## config.mk

```make
export PLATFORM = sky130hd
export DESIGN_NAME = pulse_timer
export DESIGN_NICKNAME = d
export VERILOG_FILES = /design/src/rtl/pulse_timer_pkg.sv /design/src/rtl/pt_down_counter.sv /design/src/rtl/pulse_timer.sv
export SDC_FILE = /design/constraint.sdc
export NUM_CORES = 1
export LEC_CHECK = 0
export ABC_AREA = 1
export CORE_MARGIN = 5
export CORE_UTILIZATION = 50
export DETAILED_ROUTE_END_ITERATION = 6
export GPL_TIMING_DRIVEN = 1
export PLACE_DENSITY = 0.73
export REMOVE_ABC_BUFFERS = 1
export SYNTH_ARGS = -nofsm -noshare
export SYNTH_HDL_FRONTEND = slang
export SYNTH_SLANG_ARGS = --single-unit
```

## constraint.sdc

```tcl
create_clock -name clk -period 3.25 [get_ports clk]
set_input_delay 0.65 -clock clk [delete_from_list [all_inputs] [get_ports clk]]
set_output_delay 0.65 -clock clk [all_outputs]
set_load 0.01 [all_outputs]
```

## src/rtl/pulse_timer_pkg.sv

```systemverilog
// pulse_timer_pkg: state encoding and default counter width shared by the pulse timer files
package pulse_timer_pkg;
  localparam int CNT_W_DEF = 8;
  typedef enum logic [1:0] {
    IDLE  = 2'b00,
    PULSE = 2'b01,
    GAP   = 2'b10
  } state_t;
endpackage

```

## src/rtl/pt_down_counter.sv

```systemverilog
// pt_down_counter: loadable down-counter that saturates at zero, with a zero flag decoded from the register
module pt_down_counter #(
  parameter int CNT_W = 8
) (
  input  logic             clk,
  input  logic             reset_b,
  input  logic             load,
  input  logic             dec,
  input  logic [CNT_W-1:0] load_val,
  output logic [CNT_W-1:0] count,
  output logic             zero
);
  // load wins over decrement; decrement stops at zero so the count never wraps
  always_ff @(posedge clk or negedge reset_b)
    if (!reset_b) count <= '0;
    else if (load) count <= load_val;
    else if (dec && count != '0) count <= count - 1'b1;
  assign zero = (count == '0);
endmodule

```

## src/rtl/pulse_timer.sv

```systemverilog
// pulse_timer: programmable one-shot/periodic pulse generator; define PULSE_TIMER_RETRIG_EN to let start retrigger while busy
module pulse_timer
  import pulse_timer_pkg::*;
#(
  parameter int CNT_W = CNT_W_DEF
) (
  input  logic             clk,
  input  logic             reset_b,
  input  logic             start,
  input  logic [CNT_W-1:0] len,
  input  logic [CNT_W-1:0] gap,
  input  logic             periodic,
  input  logic             stop,
  output logic             out,
  output logic             busy,
  output logic             done
);
`ifdef PULSE_TIMER_RETRIG_EN
  localparam bit RETRIG = 1'b1;
`else
  localparam bit RETRIG = 1'b0;
`endif
  state_t           state, nxt;
  logic [CNT_W-1:0] len_q, gap_q, ld_val, count;
  logic             per_q, ld, dc, zero, accept;
  assign accept = start && len != '0 && !stop && (state == IDLE || RETRIG);
  pt_down_counter #(.CNT_W(CNT_W)) u_cnt (
    .clk      (clk),
    .reset_b  (reset_b),
    .load     (ld),
    .dec      (dc),
    .load_val (ld_val),
    .count    (count),
    .zero     (zero)
  );
  // next state and counter control; stop beats start, start beats expiry
  always_comb begin
    nxt    = state;
    ld     = 1'b0;
    dc     = 1'b0;
    ld_val = '0;
    if (state != IDLE && stop) begin
      nxt = IDLE;
      ld  = 1'b1;
    end else if (accept) begin
      nxt    = PULSE;
      ld     = 1'b1;
      ld_val = len - 1'b1;
    end else if (state == PULSE) begin
      if (!zero) dc = 1'b1;
      else if (!per_q) nxt = IDLE;
      else if (gap_q != '0) begin
        nxt    = GAP;
        ld     = 1'b1;
        ld_val = gap_q - 1'b1;
      end else begin
        ld     = 1'b1;
        ld_val = len_q - 1'b1;
      end
    end else if (state == GAP) begin
      if (!zero) dc = 1'b1;
      else begin
        nxt    = PULSE;
        ld     = 1'b1;
        ld_val = len_q - 1'b1;
      end
    end
  end
  // state register and operand latches, captured only when a start is accepted
  always_ff @(posedge clk or negedge reset_b)
    if (!reset_b) begin
      state <= IDLE;
      len_q <= '0;
      gap_q <= '0;
      per_q <= 1'b0;
    end else begin
      state <= nxt;
      if (accept) begin
        len_q <= len;
        gap_q <= gap;
        per_q <= periodic;
      end
    end
  assign out  = (state == PULSE);
  assign busy = (state != IDLE);
  assign done = (state == PULSE) && zero;
endmodule

```

==> flow_summary.html <==
<table>
<tr><th>Metric</th><th>Value</th></tr>
<tr><th colspan="2">Run status</th></tr>
<tr><td>Status</td><td>finished, final reports clean</td></tr>
<tr><th colspan="2">Logic synthesis</th></tr>
<tr><td>Most instantiated flip-flop cell in the synthesis netlist</td><td>sky130_fd_sc_hd__dfrtp_1</td></tr>
<tr><td>Number of enable flip-flop cells after synthesis</td><td>0</td></tr>
<tr><td>Synth cell count leaders</td><td>sky130_fd_sc_hd__nand2_1 (73), sky130_fd_sc_hd__nor2_1 (40), sky130_fd_sc_hd__inv_1 (34)</td></tr>
<tr><td>Portion of the post-synthesis area used by sequential elements</td><td>33.9%</td></tr>
<tr><td>Post-synth top area cell</td><td>sky130_fd_sc_hd__dfrtp_1</td></tr>
<tr><td>Proportion of synthesized flip-flops having asynchronous set or reset</td><td>100%</td></tr>
<tr><td>Instance count of the mapped netlist</td><td>300</td></tr>
<tr><td>Average cell area after synthesis</td><td>6.64 µm²</td></tr>
<tr><td>Yosys reg bits</td><td>27</td></tr>
<tr><td>Dominant cell by count in the synthesized netlist</td><td>sky130_fd_sc_hd__nand2_1</td></tr>
<tr><td>Unique masters post-synth</td><td>25</td></tr>
<tr><td>Yosys top cell area share</td><td>33.9%</td></tr>
<tr><td>Summed instance area of the synthesized netlist</td><td>1990 µm²</td></tr>
<tr><td>Syn. warnings</td><td>0</td></tr>
<tr><td>Synth area leaders</td><td>sky130_fd_sc_hd__dfrtp_1 (34%), sky130_fd_sc_hd__nand2_1 (14%), sky130_fd_sc_hd__nand3_1 (7.5%), sky130_fd_sc_hd__nor2_1 (7.5%), sky130_fd_sc_hd__inv_1 (6.4%)</td></tr>
<tr><th colspan="2">Worst setup path</th></tr>
<tr><td>Category of the most critical setup path</td><td>flop to output port</td></tr>
<tr><td>Worst setup EP type</td><td>output port</td></tr>
<tr><td>Data required, critical path</td><td>2600 ps</td></tr>
<tr><td>Endpoint arrival time on the critical path</td><td>2060 ps</td></tr>
<tr><td>Max FO, Critical Path</td><td>5</td></tr>
<tr><td>Startpoint type of the worst setup path</td><td>flop</td></tr>
<tr><th colspan="2">Global route</th></tr>
<tr><td>Vias in the first global route</td><td>1725</td></tr>
<tr><td>Maximum number of pins on one net before global-route repair</td><td>40</td></tr>
<tr><td>Overall overflow remaining after global route</td><td>0</td></tr>
<tr><td>First-pass GRT wire length</td><td>7670 µm</td></tr>
<tr><td>Global router's overall resource usage</td><td>18.1%</td></tr>
<tr><td>Antenna violations before repair</td><td>0</td></tr>
<tr><th colspan="2">Power and ir drop</th></tr>
<tr><td>Total leakage power</td><td>1.08 nW</td></tr>
<tr><td>Share of total power consumed by net switching</td><td>49.1%</td></tr>
<tr><td>Total power divided by cell area</td><td>876 nW/µm²</td></tr>
<tr><td>Sequential cell fraction of total power</td><td>30.6%</td></tr>
<tr><td>Maximum vdd ir drop</td><td>0.400 mV</td></tr>
<tr><td>Power share of the combinational group</td><td>59.5%</td></tr>
<tr><td>Pint</td><td>1.04 mW</td></tr>
<tr><td>Switching power summed over all nets</td><td>1000 µW</td></tr>
<tr><td>Share of total power in the clock network</td><td>9.9%</td></tr>
<tr><td>Post-layout total power</td><td>2.03 mW</td></tr>
<tr><th colspan="2">Clock tree</th></tr>
<tr><td>Hold bufs inserted after CTS</td><td>0</td></tr>
<tr><td>Clock H-tree levels</td><td>1</td></tr>
<tr><td>Post-cts gate resize count</td><td>0</td></tr>
<tr><td>Buffer levels on the longest clock path</td><td>2</td></tr>
<tr><td>Root cell of the clock tree</td><td>sky130_fd_sc_hd__clkbuf_8</td></tr>
<tr><td>Setup repair bufs after CTS</td><td>0</td></tr>
<tr><td>Number of clock sinks seen by CTS</td><td>27</td></tr>
<tr><td>Clock buffers created by TritonCTS</td><td>3</td></tr>
<tr><td>Clock network latency to the later pin of the worst-skew pair</td><td>280 ps</td></tr>
<tr><td>Clock transition time at the flip-flop clock pins of the worst setup and hold paths</td><td>90 ps</td></tr>
<tr><td>CTS tree</td><td>built</td></tr>
<tr><th colspan="2">Timing</th></tr>
<tr><td>Final setup violation count</td><td>0</td></tr>
<tr><td>Maximum frequency from static timing analysis</td><td>370 MHz</td></tr>
<tr><td>Final-layout setup total negative slack</td><td>0 ps</td></tr>
<tr><td>Post-route minimum period</td><td>2710 ps</td></tr>
<tr><td>Crit share post-route</td><td>83.3%</td></tr>
<tr><td>Transition time of the tightest slew-check pin</td><td>352 ps</td></tr>
<tr><td>Worst Hold Margin</td><td>505 ps</td></tr>
<tr><td>Skew final</td><td>9.50 ps</td></tr>
<tr><td>Pins Over Slew Limit</td><td>0</td></tr>
<tr><td>Setup repair after global routing missed its margin</td><td>false</td></tr>
<tr><td>Final-report hold violation count</td><td>0</td></tr>
<tr><td>Relative slew slack</td><td>76.5%</td></tr>
<tr><th colspan="2">Placement</th></tr>
<tr><td>Dpl cell area</td><td>2280 µm²</td></tr>
<tr><td>Final weighted congestion of routability-driven global placement</td><td>0.824</td></tr>
<tr><td>Final HPWL from detailed placement</td><td>3600 µm</td></tr>
<tr><td>Count of buffers inserted at the top-level ports</td><td>23</td></tr>
<tr><th colspan="2">Drt</th></tr>
<tr><td>Drt total wl</td><td>4610 µm</td></tr>
<tr><td>Number of routed nets with antenna violations</td><td>0</td></tr>
<tr><td>Met1 Routed Length</td><td>2240 µm</td></tr>
<tr><td>Drc violations</td><td>0</td></tr>
<tr><td>Highest layer used for signal routing</td><td>met4</td></tr>
<tr><td>Initial DRC Count</td><td>69</td></tr>
<tr><td>Via Count</td><td>1905</td></tr>
<tr><td>Post-DR vias/cell</td><td>5.09</td></tr>
<tr><td>Iteration count of the initial detailed-routing pass</td><td>5</td></tr>
<tr><td>Met2 WL</td><td>2090 µm</td></tr>
<tr><td>Final routed wire length divided by cell count</td><td>12.3 µm</td></tr>
<tr><td>Length of routed met3 wiring</td><td>198 µm</td></tr>
<tr><th colspan="2">Floorplan</th></tr>
<tr><td>Die Span X</td><td>73.1 µm</td></tr>
<tr><td>Die Area</td><td>5350 µm²</td></tr>
<tr><td>Initial Utilization</td><td>50.6%</td></tr>
<tr><td>Core outline area</td><td>3940 µm²</td></tr>
<tr><td>Die Height</td><td>73.1 µm</td></tr>
<tr><td>Count of pins on the block boundary</td><td>24</td></tr>
<tr><td>Cell Rows</td><td>23</td></tr>
<tr><th colspan="2">Cells and area</th></tr>
<tr><td>Area overhead of the layout relative to synthesis</td><td>16.6%</td></tr>
<tr><td>Final cell utilization of the core</td><td>58.9%</td></tr>
<tr><td>Share of cells above drive strength 1</td><td>8.02%</td></tr>
<tr><td>Number of filler instances in the final layout</td><td>398</td></tr>
<tr><td>Final net count</td><td>353</td></tr>
<tr><td>Final standard cell area without fillers</td><td>2320 µm²</td></tr>
<tr><td>Diodes inserted</td><td>0</td></tr>
<tr><th colspan="2">Flow run</th></tr>
<tr><td>Max-cap violation count</td><td>0</td></tr>
<tr><th colspan="2">Hold path</th></tr>
<tr><td>Hold Path Class</td><td>flop to flop</td></tr>
</table>
==> power by group through the flow <==
stage | Clock [mW] | Sequential [mW] | Combinational, mW
finish | 0.201 | 0.623 | 1.21
CTS | 0.205 | 0.624 | 1.22
global route | 0.213 | 0.645 | 1.39
floorplan | 0 | 0.602 | 0.918
detailed placement | 0 | 0.630 | 1.21
global placement | 0 | 0.626 | 1.20
==> worst max-delay path, stage by stage (launching register included) <==
cell and delay (ps):
sky130_fd_sc_hd__dfrtp_1 390, sky130_fd_sc_hd__inv_1 140, sky130_fd_sc_hd__ha_1 160, sky130_fd_sc_hd__nand2_1 60, sky130_fd_sc_hd__nor2_2 220, sky130_fd_sc_hd__inv_2 110, sky130_fd_sc_hd__nor2_1 130, sky130_fd_sc_hd__clkdlybuf4s50_1 560
==> state kept, by name, summed over array words and instances (netlist names) <==
register     flops
state            2
len_q            8
gap_q            8
u_cnt.count      8
per_q            1
==> final cells by class <==
type | count | area, µm² | area share [%]
inverter | 42 | 158 | 6.79
timing repair buffer | 25 | 245 | 10.6
multi-input combinational | 226 | 1140 | 48.9
tap | 50 | 62.6 | 2.69
clock buffer | 4 | 45.0 | 1.94
sequential | 27 | 676 | 29.1
==> layer usage <==
layer / global-route usage [%] / vias up
met1: 25.6 / 850
met5: 0 / -
met3: 2.20 / 7
met2: 29.3 / 43
li1: - / 1005
met4: 4.51 / 0
==> through the flow <==
step / worst slack [ps] / instances
after global routing: 462 / 374
after global placement: 790 / 370
after floorplan: 744 / 295
after detailed placement: 780 / 370
after CTS: 534 / 374
final: 544 / 374
==> placed cells by master, fill, tap and decap left out, types with 8 or more instances in the layout <==
cell                              netlist  final
sky130_fd_sc_hd__clkdlybuf4s50_1        0     23
sky130_fd_sc_hd__o21ai_1               11     11
sky130_fd_sc_hd__inv_1                 34     34
sky130_fd_sc_hd__inv_2                  8      8
sky130_fd_sc_hd__a21oi_1                9      9
sky130_fd_sc_hd__dfrtp_1               27     27
sky130_fd_sc_hd__nand2_1               73     73
sky130_fd_sc_hd__nor2_1                40     40
sky130_fd_sc_hd__nand3_1               30     30
sky130_fd_sc_hd__o21ai_0               23     23
==> logic make-up after synthesis <==
kind of cell | after synthesis | share of synthesized area [%]
buf+inv | 47 | 9.04
xor+xnor | 11 | 4.83
compound gates | 49 | 13.4
fa+ha+maj | 7 | 4.39
simple gates | 159 | 34.4
flops | 27 | 33.9
==> path summary, 6_finish.rpt <==
check	start	end	slack, ps	cells past startpoint
setup / recovery	u_cnt.count[0]	done	540	7
hold / removal	u_cnt.count[1]	u_cnt.count[1]	510	2
min in group asynchronous	reset_b	state[1]	730	2
hold reg to reg	u_cnt.count[1]	u_cnt.count[1]	510	2
max in group asynchronous	reset_b	len_q[1]	2250	2
setup reg to reg	gap_q[0]	u_cnt.count[6]	1470	11
No activity file was read; power rests on OpenSTA's default activity.
